===== config.mk =====
export PLATFORM = sky130hd
export DESIGN_NAME = if_id_skid_buffer
export DESIGN_NICKNAME = d
export VERILOG_FILES = /design/src/rtl/mips_pkg.sv /design/src/rtl/mips_predecode.sv /design/src/rtl/if_id_skid_buffer.sv
export SDC_FILE = /design/constraint.sdc
export NUM_CORES = 1
export LEC_CHECK = 0
export CAP_MARGIN = 20
export CORE_MARGIN = 1.5
export CORE_UTILIZATION = 48
export CTS_CLUSTER_SIZE = 30
export DETAILED_ROUTE_END_ITERATION = 8
export PLACE_DENSITY = 0.8
export SYNTH_ARGS = -nofsm -noshare
export SYNTH_HDL_FRONTEND = slang
export SYNTH_SLANG_ARGS = --single-unit

===== constraint.sdc =====
create_clock -name clk -period 2.5 [get_ports clk]
set_clock_uncertainty 0.05 [all_clocks]
set_input_delay 0.5 -clock clk [delete_from_list [all_inputs] [get_ports clk]]
set_output_delay 0.5 -clock clk [all_outputs]
set_load 0.05 [all_outputs]

===== src/rtl/mips_pkg.sv =====
// Shared MIPS definitions: instruction field positions, the NOP encoding and
// the skid-buffer state type used by the IF/ID stage.
package mips_pkg;

  localparam int OPC_HI   = 31;
  localparam int OPC_LO   = 26;
  localparam int RS_HI    = 25;
  localparam int RS_LO    = 21;
  localparam int RT_HI    = 20;
  localparam int RT_LO    = 16;
  localparam int RD_HI    = 15;
  localparam int RD_LO    = 11;
  localparam int SHAMT_HI = 10;
  localparam int SHAMT_LO = 6;
  localparam int FUNCT_HI = 5;
  localparam int FUNCT_LO = 0;
  localparam int IMM_HI   = 15;
  localparam int IMM_LO   = 0;
  localparam int JADDR_HI = 25;
  localparam int JADDR_LO = 0;

  localparam logic [31:0] INSTR_NOP = 32'h0000_0000;

  // Encoding equals the number of held entries, so occupancy is a direct cast.
  typedef enum logic [1:0] {
    EMPTY = 2'd0,
    ONE   = 2'd1,
    FULL  = 2'd2
  } buf_state_e;

endpackage


===== src/rtl/mips_predecode.sv =====
// Combinational MIPS field extraction; shared by the IF/ID buffer and decode.
module mips_predecode
  import mips_pkg::*;
#(
  parameter int XLEN = 32
) (
  input  logic [XLEN-1:0] instr,
  output logic [5:0]      opcode,
  output logic [4:0]      rs,
  output logic [4:0]      rt,
  output logic [4:0]      rd,
  output logic [4:0]      shamt,
  output logic [5:0]      funct,
  output logic [XLEN-1:0] imm_sext,
  output logic [25:0]     jaddr
);

  assign opcode   = instr[OPC_HI:OPC_LO];
  assign rs       = instr[RS_HI:RS_LO];
  assign rt       = instr[RT_HI:RT_LO];
  assign rd       = instr[RD_HI:RD_LO];
  assign shamt    = instr[SHAMT_HI:SHAMT_LO];
  assign funct    = instr[FUNCT_HI:FUNCT_LO];
  assign imm_sext = {{(XLEN-16){instr[IMM_HI]}}, instr[IMM_HI:IMM_LO]};
  assign jaddr    = instr[JADDR_HI:JADDR_LO];

endmodule


===== src/rtl/if_id_skid_buffer.sv =====
// Two-entry IF/ID skid buffer: holds fetched {PC+4, instr} pairs in FIFO order,
// presents the head with pre-decoded fields, and flushes on redirect.
module if_id_skid_buffer
  import mips_pkg::*;
#(
  parameter int XLEN            = 32,
  parameter bit ZERO_WHEN_EMPTY = 1'b1
) (
  input  logic            clk,
  input  logic            rst,
  input  logic            flush,
  input  logic            in_valid,
  output logic            in_ready,
  input  logic [XLEN-1:0] in_pc,
  input  logic [XLEN-1:0] in_instr,
  output logic            out_valid,
  input  logic            out_ready,
  output logic [XLEN-1:0] out_pc,
  output logic [XLEN-1:0] out_instr,
  output logic [5:0]      out_opcode,
  output logic [4:0]      out_rs,
  output logic [4:0]      out_rt,
  output logic [4:0]      out_rd,
  output logic [4:0]      out_shamt,
  output logic [5:0]      out_funct,
  output logic [XLEN-1:0] out_imm_sext,
  output logic [25:0]     out_jaddr,
  output logic [1:0]      occupancy
);

  buf_state_e      state_q, state_d;
  logic [XLEN-1:0] head_pc_q, head_pc_d;
  logic [XLEN-1:0] head_instr_q, head_instr_d;
  logic [XLEN-1:0] tail_pc_q, tail_pc_d;
  logic [XLEN-1:0] tail_instr_q, tail_instr_d;
  logic            push;
  logic            pop;

  // Handshake flags come from registered state only.
  assign in_ready  = (state_q != FULL);
  assign out_valid = (state_q != EMPTY);
  assign occupancy = state_q;

  assign push = in_valid & in_ready & ~flush;
  assign pop  = out_valid & out_ready;

  always_comb begin
    state_d      = state_q;
    head_pc_d    = head_pc_q;
    head_instr_d = head_instr_q;
    tail_pc_d    = tail_pc_q;
    tail_instr_d = tail_instr_q;
    if (flush) begin
      state_d = EMPTY;
    end else begin
      case (state_q)
        EMPTY: begin
          if (push) begin
            state_d      = ONE;
            head_pc_d    = in_pc;
            head_instr_d = in_instr;
          end
        end
        ONE: begin
          if (push && pop) begin
            head_pc_d    = in_pc;
            head_instr_d = in_instr;
          end else if (push) begin
            state_d      = FULL;
            tail_pc_d    = in_pc;
            tail_instr_d = in_instr;
          end else if (pop) begin
            state_d = EMPTY;
          end
        end
        FULL: begin
          if (pop) begin
            state_d      = ONE;
            head_pc_d    = tail_pc_q;
            head_instr_d = tail_instr_q;
          end
        end
        default: state_d = EMPTY;
      endcase
    end
  end

  always_ff @(posedge clk) begin
    if (rst) begin
      state_q      <= EMPTY;
      head_pc_q    <= '0;
      head_instr_q <= '0;
      tail_pc_q    <= '0;
      tail_instr_q <= '0;
    end else begin
      state_q      <= state_d;
      head_pc_q    <= head_pc_d;
      head_instr_q <= head_instr_d;
      tail_pc_q    <= tail_pc_d;
      tail_instr_q <= tail_instr_d;
    end
  end

  // Masking the head before pre-decode zeroes every derived field as well.
  logic            show_head;
  logic [XLEN-1:0] vis_instr;

  assign show_head = out_valid | ~ZERO_WHEN_EMPTY;
  assign out_pc    = show_head ? head_pc_q : '0;
  assign vis_instr = show_head ? head_instr_q : INSTR_NOP[XLEN-1:0];
  assign out_instr = vis_instr;

  mips_predecode #(.XLEN(XLEN)) u_predecode (
    .instr    (vis_instr),
    .opcode   (out_opcode),
    .rs       (out_rs),
    .rt       (out_rt),
    .rd       (out_rd),
    .shamt    (out_shamt),
    .funct    (out_funct),
    .imm_sext (out_imm_sext),
    .jaddr    (out_jaddr)
  );

endmodule


==> results.ini <==
[floorplan]
core-area_mm2 = 0.0151
rows = 45
die-area_mm2 = 0.0161
start_util = 0.488
io-pin-count = 227
die_w_um = 127
dieHeight_um = 127

[synthesis]
synth_edf_count = 0
synth_area_leaders = dfxtp_1 (35%), o41ai_2 (12%), nor2b_1 (11%)
synth_fp_nets = 897
syn_area_per_cell_um2 = 8.90
synth_ff_type = dfxtp_1
synthArstFlopShare = 0
yosysUniqueCellTypes = 21
yosysSeqAreaShare = 0.353
ys_warn_count = 0
synth_area_mm2 = 0.00737
synth_top_area_cell = dfxtp_1
ys_seq_elements = 130
netlist_instances = 828
netlist.area_leader.share = 0.353

[setup_path]
start_kind = flip-flop
crit_path_end_kind = primary output
cp.required_ns = 1.95
crit_type = reg2out
worstPathArrival_ns = 1.82
worstPathMaxFanout = 41

[hold_path]
hp-class = reg2reg

[clock_tree]
path_clk_slew_ns = 0.05
clock_latency_ns = 0.41
cts_tree = built
cts-htree-levels = 4
cts-root-buf = clkbuf_16
cts.path.max_buffers = 2
cts_hold_buffers = 0
clock-sinks = 130
cts_buffers = 17

[outcome]
outcome = finished, final reports clean

[place]
place_congestion = 0.716
hpwl_um = 11100
placed_cell_area_mm2 = 0.00905
io_buffers = 226
dp.cells = 1095

[layout]
drive_above_1_share = 0.290
fin_util = 0.636
fin_cells = 1126
seq_area_mm2 = 0.00261
area_growth_pct = 30.2
n_antenna_cell = 0
n_fill_cell = 1255
final_area_mm2 = 0.00959
fin_nets = 995
multiInputGateArea_mm2 = 0.00375

[global_routing]
gr-usage-all-layers = 0.214
grt_pass1_wl_um = 27500
grt_start_max_net_pins = 89
grt_pass1_vias = 5452
grt_antenna_before_repair = 0
grt.overflow.total = 0

[power_and_ir_drop]
ir_worst_vdd_mv = 0.525
p_leak_nw = 4.28
powerDensity_mw_per_mm2 = 548

[route]
drc = 0
routedWlPerCell_um = 15.5
totalWireLength_um = 17500
vias = 5910
dr.pass1.iters = 5
drt_iter0_markers = 428
viasPerCell = 5.25
ant_nets = 0

[sta]
max_clock_freq_mhz = 422
rsz0062_at_grt = false
tns_ns = 0
slew_headroom = 0.610
maxSlewViolCount = 0
setup_violations = 0
tightest_slew_ns = 0.583
finalHoldWorstSlack_ns = 0.401
fin_crit_ns = 2.37
final-hold-violation-count = 0
fin_crit_sh = 0.947

[job]
cap_violations = 0

sequential cells by signal, summed over array words and instances, names as in the netlist:
signal        cells
head_instr_q     32
tail_instr_q     32
head_pc_q        32
occupancy         2
tail_pc_q        32
worst max-delay path, cell delays in order, from the launching register on:
cell           delay, ns
dfxtp_2             0.43
nor2_4              0.07
buf_12              0.19
nor2b_1             0.18
dlygate4sd2_1       0.55
report_power, final:
part,switching [mW],internal [mW]
registers,0.0269,2.14
logic,0.430,0.302
clock network,0.873,1.49
metal layers:
layer | wire length, um | part of all wire | global-route usage | vias to the layer above
met2 | 8680 | 0.50 | 0.358 | 166
met5 | 0 | 0 | 0 | -
met1 | 7650 | 0.44 | 0.268 | 2785
met4 | 291 | 0.017 | 0.0789 | 0
li1 | - | - | - | 2941
met3 | 845 | 0.048 | 0.0485 | 18
cells in the mapped netlist, types with 3 or more instances:
cell type  number
mux2i_1        64
buf_6          16
nor2_1          3
o41ai_1         8
nor2b_1       129
o21ai_1        64
nand2b_1        3
clkbuf_1       31
a21oi_1        66
o41ai_2        56
nor3_1          3
dfxtp_1       130
buf_1          10
nand2_1       129
buf_4          93
buf_2          18
placed cells by master (no fill, tap or decap):
cell type	instances
dlygate4sd2_1	19
nor2b_4	4
clkinv_2	4
clkbuf_8	5
nand2b_1	2
o21a_1	1
o21ai_1	64
nor3_1	2
o41ai_1	8
a21oi_1	65
nand2_1	129
or3_2	1
and3b_1	1
dfxtp_1	128
clkbuf_16	17
o22a_1	1
clkdlybuf4s50_1	68
bufinv_16	1
buf_4	128
nor2b_1	107
inv_1	1
nor2_1	2
nor2_4	1
buf_6	1
clkbuf_1	4
o41ai_2	56
a21oi_4	1
mux2i_1	64
nand2b_4	1
buf_12	31
nor2b_2	18
nor3_2	1
dfxtp_2	2
per-stage QoR:
| stage | worst slack [ns] | power [mW] |
|---|---|---|
| 2_1_floorplan | -0.00892 | 2.68 |
| 3_3_place_gp | 0.219 | 2.93 |
| 3_5_place_dp | 0.176 | 2.94 |
| 4_1_cts | 0.0972 | 5.30 |
| 5_1_grt | 0.0526 | 5.43 |
| 6_report | 0.132 | 5.25 |
path summary, 6_finish.rpt:
check | startpoint | endpoint | slack (ns) | cells past startpoint
hold / removal | tail_pc_q[27] | tail_pc_q[27] | 0.40 | 2
setup reg to reg | occupancy[0] | head_instr_q[29] | 0.72 | 4
setup / recovery | occupancy[1] | out_pc[7] | 0.13 | 4
hold reg to reg | tail_pc_q[27] | tail_pc_q[27] | 0.40 | 2
timing repair:
action | in CTS | in global routing
endpoints found under the setup margin | 19 | 0
buffers inserted | 0 | 0
gates resized for setup | 19 | 0
cell type report:
type | count | share of cell area
Timing Repair Buffer | 247 | 0.254
Sequential cell | 130 | 0.272
Clock buffer | 26 | 0.0531
Clock inverter | 5 | 0.00522
Inverter | 1 | 0.000391
Tap cell | 188 | 0.0245
Multi-Input combinational cell | 529 | 0.391
logic make-up after synthesis:
kind of cell / share of synthesized area
AOI/OAI and AO/OA: 0.224
buffers and inverters: 0.153
DFF: 0.353
muxes: 0.0869
and+or+nand+nor: 0.183
No activity file was read; power rests on OpenSTA's default activity.
